$ cat src/rtl/reg_file_pkg.sv
// Shared definitions for the two-requester register file arbiter.
package reg_file_pkg;

    // Default register file geometry (8 entries of 9 bits).
    localparam int DATA_W_DEF = 9;
    localparam int ADDR_W_DEF = 3;

    // Number of requesters; index 0 is requester A, index 1 is requester B.
    localparam int N_REQ = 2;

    // Access sequencer states.
    typedef enum logic [1:0] {
        IDLE    = 2'd0,
        ISSUE   = 2'd1,
        CAPTURE = 2'd2
    } state_e;

    // Index of the set bit in a two-bit one-hot vector (0 when A or none).
    function automatic logic onehot_idx(input logic [N_REQ-1:0] oh);
        return oh[1];
    endfunction

endpackage

$ cat src/rtl/rr_arbiter2.sv
// Two-way round-robin winner select with last-served pointer next-state.
module rr_arbiter2
    import reg_file_pkg::*;
(
    input  logic [N_REQ-1:0] i_req,       // request vector, bit 0 = A, bit 1 = B
    input  logic             i_last,      // last served: 0 = A, 1 = B
    input  logic             i_update,    // arbitration is taking effect this cycle
    output logic [N_REQ-1:0] o_winner,    // one-hot winner, zero when no request
    output logic             o_last_next  // pointer value for the next cycle
);

    // A lone requester always wins; on a tie the one not served last wins.
    always_comb begin
        o_winner = '0;
        unique case (i_req)
            2'b01:   o_winner = 2'b01;
            2'b10:   o_winner = 2'b10;
            2'b11:   o_winner = i_last ? 2'b01 : 2'b10;
            default: o_winner = '0;
        endcase
    end

    // Pointer only moves when a winner is actually committed.
    always_comb begin
        o_last_next = i_last;
        if (i_update && (o_winner != '0)) begin
            o_last_next = onehot_idx(o_winner);
        end
    end

endmodule

$ cat src/rtl/reg_file_arbiter.sv
// Arbitrates two requesters onto a single synchronous register file port.
// A write occupies IDLE+ISSUE, a read IDLE+ISSUE+CAPTURE.
module reg_file_arbiter
    import reg_file_pkg::*;
#(
    parameter int DATA_W = DATA_W_DEF,
    parameter int ADDR_W = ADDR_W_DEF
) (
    input  logic                          CLK,
    input  logic                          RST,
    input  logic [N_REQ-1:0]              REQ,
    input  logic [N_REQ-1:0]              WR,
    input  logic [N_REQ-1:0][ADDR_W-1:0]  ADDR,
    input  logic [N_REQ-1:0][DATA_W-1:0]  WDATA,
    output logic [N_REQ-1:0]              GNT,
    output logic [N_REQ-1:0]              RVALID,
    output logic [DATA_W-1:0]             RDATA,
    output logic                          RF_WEN,
    output logic                          RF_OEN,
    output logic [ADDR_W-1:0]             RF_ADDR,
    output logic [DATA_W-1:0]             RF_DIN,
    input  logic [DATA_W-1:0]             RF_DOUT
);

    state_e              r_state;
    state_e              w_state_next;
    logic                r_last;
    logic [N_REQ-1:0]    r_sel;
    logic                r_wr;
    logic [ADDR_W-1:0]   r_addr;
    logic [DATA_W-1:0]   r_wdata;

    logic                w_update;
    logic [N_REQ-1:0]    w_winner;
    logic                w_last_next;
    logic                w_win_idx;
    logic                w_take;

    // Arbitration is only evaluated while idle; inputs are ignored otherwise.
    assign w_update  = (r_state == IDLE);
    assign w_take    = w_update && (REQ != '0);
    assign w_win_idx = onehot_idx(w_winner);

    rr_arbiter2 u_rr_arbiter2 (
        .i_req       (REQ),
        .i_last      (r_last),
        .i_update    (w_update),
        .o_winner    (w_winner),
        .o_last_next (w_last_next)
    );

    // Next-state decode for the access sequencer.
    always_comb begin
        w_state_next = r_state;
        unique case (r_state)
            IDLE:    w_state_next = w_take ? ISSUE : IDLE;
            ISSUE:   w_state_next = r_wr ? IDLE : CAPTURE;
            CAPTURE: w_state_next = IDLE;
            default: w_state_next = IDLE;
        endcase
    end

    // State register; reset aborts any in-flight access.
    always_ff @(posedge CLK or posedge RST) begin
        if (RST) begin
            r_state <= IDLE;
        end else begin
            r_state <= w_state_next;
        end
    end

    // Last-served pointer; after reset B counts as served so A wins the first tie.
    always_ff @(posedge CLK or posedge RST) begin
        if (RST) begin
            r_last <= 1'b1;
        end else begin
            r_last <= w_last_next;
        end
    end

    // Command latch: captures the winner's command so later input changes are ignored.
    always_ff @(posedge CLK or posedge RST) begin
        if (RST) begin
            r_sel   <= '0;
            r_wr    <= 1'b0;
            r_addr  <= '0;
            r_wdata <= '0;
        end else if (w_take) begin
            r_sel   <= w_winner;
            r_wr    <= WR[w_win_idx];
            r_addr  <= ADDR[w_win_idx];
            r_wdata <= WDATA[w_win_idx];
        end
    end

    // Outputs decode from state alone so reset clears them without waiting for a clock.
    always_comb begin
        GNT     = '0;
        RVALID  = '0;
        RDATA   = '0;
        RF_WEN  = 1'b0;
        RF_OEN  = 1'b0;
        RF_ADDR = '0;
        RF_DIN  = '0;
        unique case (r_state)
            ISSUE: begin
                GNT     = r_sel;
                RF_WEN  = r_wr;
                RF_OEN  = ~r_wr;
                RF_ADDR = r_addr;
                RF_DIN  = r_wdata;
            end
            CAPTURE: begin
                RVALID = r_sel;
                RDATA  = RF_DOUT;
            end
            default: begin
            end
        endcase
    end

    // Structural invariants of the bus handshake.
    a_gnt_onehot: assert property (@(posedge CLK) disable iff (RST) $onehot0(GNT));
    a_rvalid_onehot: assert property (@(posedge CLK) disable iff (RST) $onehot0(RVALID));
    a_strobe_excl: assert property (@(posedge CLK) disable iff (RST) !(RF_WEN && RF_OEN));
    a_issue_single: assert property (@(posedge CLK) disable iff (RST)
                                     (r_state == ISSUE) |=> (r_state != ISSUE));

endmodule

$ cat config.mk
export PLATFORM = sky130hd
export DESIGN_NAME = reg_file_arbiter
export DESIGN_NICKNAME = d
export VERILOG_FILES = /design/src/rtl/reg_file_pkg.sv /design/src/rtl/rr_arbiter2.sv /design/src/rtl/reg_file_arbiter.sv
export SDC_FILE = /design/constraint.sdc
export NUM_CORES = 1
export LEC_CHECK = 0
export ABC_AREA = 1
export BUFFER_PORTS_ARGS = -buffer_cell sky130_fd_sc_hd__clkbuf_2
export CAP_MARGIN = 40
export CORE_UTILIZATION = 46
export CTS_CLUSTER_DIAMETER = 60
export DETAILED_ROUTE_END_ITERATION = 12
export PLACE_DENSITY = 0.94
export SLEW_MARGIN = 15
export SYNTH_ARGS = -nofsm -noshare
export SYNTH_HDL_FRONTEND = slang
export SYNTH_SLANG_ARGS = --single-unit
$ cat constraint.sdc
create_clock -name CLK -period 2.5 [get_ports CLK]
set_input_delay 0.125 -clock CLK [delete_from_list [all_inputs] [get_ports CLK]]
set_output_delay 0.125 -clock CLK [all_outputs]
set_load 0.01 [all_outputs]
# Word-level counts from Yosys, hierarchy flattened
# Cells that the tools add are included.
[classes] shifts=0 reduce_logical=5 div=0 multipliers=0 eq_ne=5 addsub=0 bitwise=1 mux=18 n_lt_le_gt_ge=1
[ops] cell="2-to-1 mux 9 bit" count=4
[ops] cell="2-to-1 mux 3 bit" count=3
[ops] cell="2-to-1 mux 2 bit" count=4
[ops] cell="== test 2 bit (second input constant)" count=3
[ops] cell="one-hot mux 2 bit (3 select lines)" count=1
[ops] cell="2-to-1 mux 1 bit" count=5
[ops] cell="== test 2 x 1 -> 1 bit (second input constant)" count=2
[ops] cell="one-hot mux 2 bit (2 select lines)" count=1
[ops] cell="nonzero test 2 bit" count=2
[ops] cell="logical AND 1 bit" count=2
[ops] cell="logical NOT 2 bit" count=1
[ops] cell="less-than comparator 1 x 2 -> 1 bit (second input constant)" count=1
[ops] cell="NOT 1 bit" count=1
[word_totals] rom_bits=0 reg_bits=18 latch_bits=0 wordCells=36 output_inout_bits=27 input_bits=39 mem_bits_rw=0 n_memories=0

# Longest topological paths before layout
[logic_depth] ltp_word=4 ltp_mapped=7 mapped_depth_nobuf=6

# Cells and area by module
# Synthesis repeated with hierarchy kept, for this count alone.
[hier_totals] cells_unflattened=181 area_unflattened_um2=1137.3
[by_module_without_submodules] mod="reg_file_arbiter" cells_each=174 instances=1 seq_area_each_um2=451.7 area_each_um2=1102.3
[by_module_without_submodules] mod="rr_arbiter2" cells_each=7 instances=1 seq_area_each_um2=0.0 area_each_um2=35.0

# Least setup slack after synthesis
# OpenSTA, ideal clock, no wires.
[synth_timing] path_kind="reg-to-reg" startpoint="reg r_last" endpoint="reg r_wr" arrival_time_ns=1.023 setup_time_ns=0.117 setup_slack_ns=1.360 path_stages_with_launch=7 path_buffers=1 required_time_ns=2.383 cell_sequence="dfstp_2 > inv_1 > nand3_1 > buf_2 > nand3_1 > nand3_1 > nand2_1"
[synth_via] elab_chain_cells=4
[synth_rtl] item="from (decl)" line="reg_file_arbiter.sv:27" rtl="logic r_last;"
[synth_rtl] item="from (signal assigned)" line="reg_file_arbiter.sv:77" rtl="r_last <= w_last_next;"
[synth_rtl] item="2-to-1 mux 2 bit" line="rr_arbiter2.sv:18" rtl="2'b11: o_winner = i_last ? 2'b01 : 2'b10;"
[synth_rtl] item="one-hot mux 2 bit (3 select lines)" line="rr_arbiter2.sv:15" rtl="unique case (i_req)"
[synth_rtl] item="2-to-1 mux 1 bit (not written as such) (2 in a row)" line="reg_file_arbiter.sv:90" rtl="r_wr <= WR[w_win_idx];"
[synth_rtl] item="to (signal assigned)" line="reg_file_arbiter.sv:90"
[synth_rtl] item="to (decl)" line="reg_file_arbiter.sv:29" rtl="logic r_wr;"
# No other way between the ends. The select of a mux whose other input is x is not followed.
# A chain may end at the register's enable or synchronous reset.

# Worst setup path after layout
[layout_timing] startpoint="reg r_state[1]" endpoint="out RF_DIN[4]"
[layout_via] elab_chain_cells=2
[layout_rtl] item="from (decl)" line="reg_file_arbiter.sv:25" rtl="state_e r_state;"
[layout_rtl] item="from (signal assigned)" line="reg_file_arbiter.sv:68" rtl="r_state <= w_state_next;"
[layout_rtl] item="== test 2 x 1 -> 1 bit" line="reg_file_arbiter.sv:105" rtl="unique case (r_state)"
[layout_rtl] item="2-to-1 mux 9 bit" line="reg_file_arbiter.sv:105"
[layout_rtl] item="to (decl)" line="reg_file_arbiter.sv:21" rtl="output logic [DATA_W-1:0] RF_DIN,"
# No other way between the ends.

==> summary.txt <==
Logic synthesis
  • Area share of the largest cell type after synthesis: 36.5%
  • Post-synth ARST share: 100%
  • Most frequent cells after synthesis: inv_1, nand2_1, nor2_1
  • Register bit total from synthesis: 18
  • Post-synth EDFFs: 0
  • Syn. warnings: 0
  • Mapped Nets: 226
  • Most frequent cell after synthesis: inv_1
  • Synth Instances: 187
  • Post-synthesis sequential area ratio: 38.8%
  • Synth area leaders: dfrtp_1, inv_1, nand2_1
  • Syn avg cell area: 6.23 µm²
  • Prevailing post-synth register cell: dfrtp_1
  • Post-synth top area cell: dfrtp_1
  • Area of the mapped netlist: 1160 µm²
  • Library cells used by synthesis: 15

Floorplanning
  • Die Footprint: 2740 µm²
  • Die height: 52.3 µm
  • Core Rows: 17
  • Core region area: 2300 µm²
  • Die Wd: 52.3 µm
  • IO Count: 66
  • Initial core utilization: 50.7%

Detailed routing
  • Met2 WL: 1.48 mm
  • Top layer in use: met4
  • Drc violations: 0
  • Initial DRT Pass Iterations: 4
  • Total Wirelength: 2.81 mm
  • Met1 WL: 1.15 mm
  • ANT nets after route: 0
  • Vias post-DR: 1,282
  • Via-to-Cell Ratio: 4.61
  • Met3 WL: 134 µm
  • Wire length per cell: 10.1 µm
  • DRT iter0 DRCs: 34

STA
  • Max Clock Skew: 0.00498 ns
  • Crit path time final: 1.58 ns
  • Final setup vio count: 0
  • Max Slew Vio Count: 0
  • Total Neg Setup Slack: 0 ns
  • Final hold violation count: 0
  • Max Freq: 0.635 GHz
  • Unrepaired setup endpoints after global routing: no
  • Slew @ Worst Pin: 0.663 ns
  • Max_slew headroom: 55.7%
  • Period utilization: 63.0%

Cells and area
  • Layout area overhead: 31.4%
  • Fin cells: 278
  • Share of layout cells above drive strength 1: 29.6%
  • Ant diodes: 0
  • Nets: 290

Clock tree
  • Post-CTS resize count: 0
  • CTS tree: done
  • Clock sink count: 18
  • Worst skew pair latency: 0.31 ns
  • Post-CTS setup buffer count: 0
  • H-tree Lvls: 1
  • CTS Buf Count: 3
  • CTS Buffer Depth: 2
  • CTS clk-pin slew, worst paths: 0.11 ns
  • Clock root buffer: clkbuf_4

Place
  • Routability cong.: 0.834
  • PortBufs: 65
  • Placed insts: 273
  • HPWL Detailed: 2.06 mm

Worst setup path
  • Crit path kind: flip-flop to primary output
  • CP arrival: 1.45 ns
  • Worst-path fanout max: 17
  • Crit-path cells: inv_1, nand2_1, nor2_1, clkbuf_2
  • Critical path capture point type: primary output
  • Startpoint Class: flip-flop
  • Crit path max-delay cell type: dfrtp_1
  • WP data required: 2.38 ns
  • Max stage delay on crit path: 0.39 ns

GRT
  • First-pass GRT wire length: 4.46 mm
  • Tot GR Track Use: 22.4%
  • Largest net degree at the start of global routing: 20
  • Vias in the first global route: 1,062
  • Initial antenna violation count: 0
  • GR Overflow Total: 0

Power and ir drop
  • Cell Pwr Density: 984 nW/µm²
  • Leakage power: 1.06 nW
  • Maximum vdd drop: 0.601 mV

Run
  • Number of max-cap violations: 0

Hold path
  • Worst min-delay path class: input port to flip-flop

Outcome
  • Status: complete, no violations
## metal layers
metal | global-route usage, % | up-vias
li1 | - | 657
met1 | 27.9 | 574
met2 | 39.0 | 46
met3 | 2.03 | 5
met4 | 9.65 | 0
met5 | 0 | -
## flip-flops by register name, summed over array words and instances, names as in the netlist
name / flops
r_state: 2
r_wdata: 9
r_sel: 2
r_addr: 3
r_last: 1
r_wr: 1
## stage by stage
step | cell area, µm² | hold slack, ns | utilization (%) | power (mW) | worst slack, ns
final | 1530 | 0.113 | 66.6 | 1.51 | 0.925
after floorplan | 1160 | 0.0628 | - | 1.08 | 1.36
after detailed placement | 1480 | 0.234 | 64.6 | 1.32 | 1.20
after global placement | 1480 | 0.228 | 64.6 | 1.29 | 1.23
after global routing | 1530 | 0.146 | 66.6 | 1.65 | 0.782
after CTS | 1530 | 0.116 | 66.6 | 1.51 | 0.897
## what timing repair did
item,in CTS,in global routing
endpoints found under the hold margin,17,0
hold buffers,1,0
endpoints found under the setup margin,0,0
## area by class of cell
class                      instances  area (µm²)
tap                               28        35.0
clock buffer                       4        36.3
multi-input combinational        105         458
inverter                          57         214
timing repair buffer              66         335
sequential                        18         452
fill                             216         767
## worst max-delay path: cells and delay by family, from the launching register on
family                 cells  cell delay, ns
buffers and inverters      2            0.23
flip-flops                 1            0.39
AND/OR/NAND/NOR            2            0.53
## path summary, 6_finish.rpt
check / start / end / slack, ns / depth (start not counted)
setup / recovery: r_state[1] / RF_DIN[4] / 0.92 / 4
hold / removal: WDATA[12] / r_wdata[3] / 0.11 / 5
setup reg to reg: r_last / r_wdata[5] / 1.13 / 5
hold reg to reg: r_wdata[3] / r_wdata[3] / 0.49 / 2
max in group asynchronous: RST / r_addr[0] / 1.64 / 3
min in group asynchronous: RST / r_wdata[3] / 0.43 / 3
## layout by cell type, fill, tap and decap left out, drive strengths merged
cell          n
nand3        27
dlygate4sd3   1
nor2         30
o21ai         2
dfstp         1
o21a          1
clkbuf       69
nand2        44
a21oi         1
inv          57
dfrtp        17
## where the power goes
group | internal [mW] | switching [mW]
logic | 0.284 | 0.511
registers | 0.443 | 0.0798
clock network | 0.0890 | 0.0987
## logic make-up (layout without fill, tap and decap cells)
group / after synthesis / in the layout / share of synthesized area [%]
buf+inv: 64 / 127 / 21.9
simple gates: 101 / 101 / 37.1
flops: 18 / 18 / 38.8
compound gates: 4 / 4 / 2.26
Note: power is estimated with default switching activity, not from simulation.
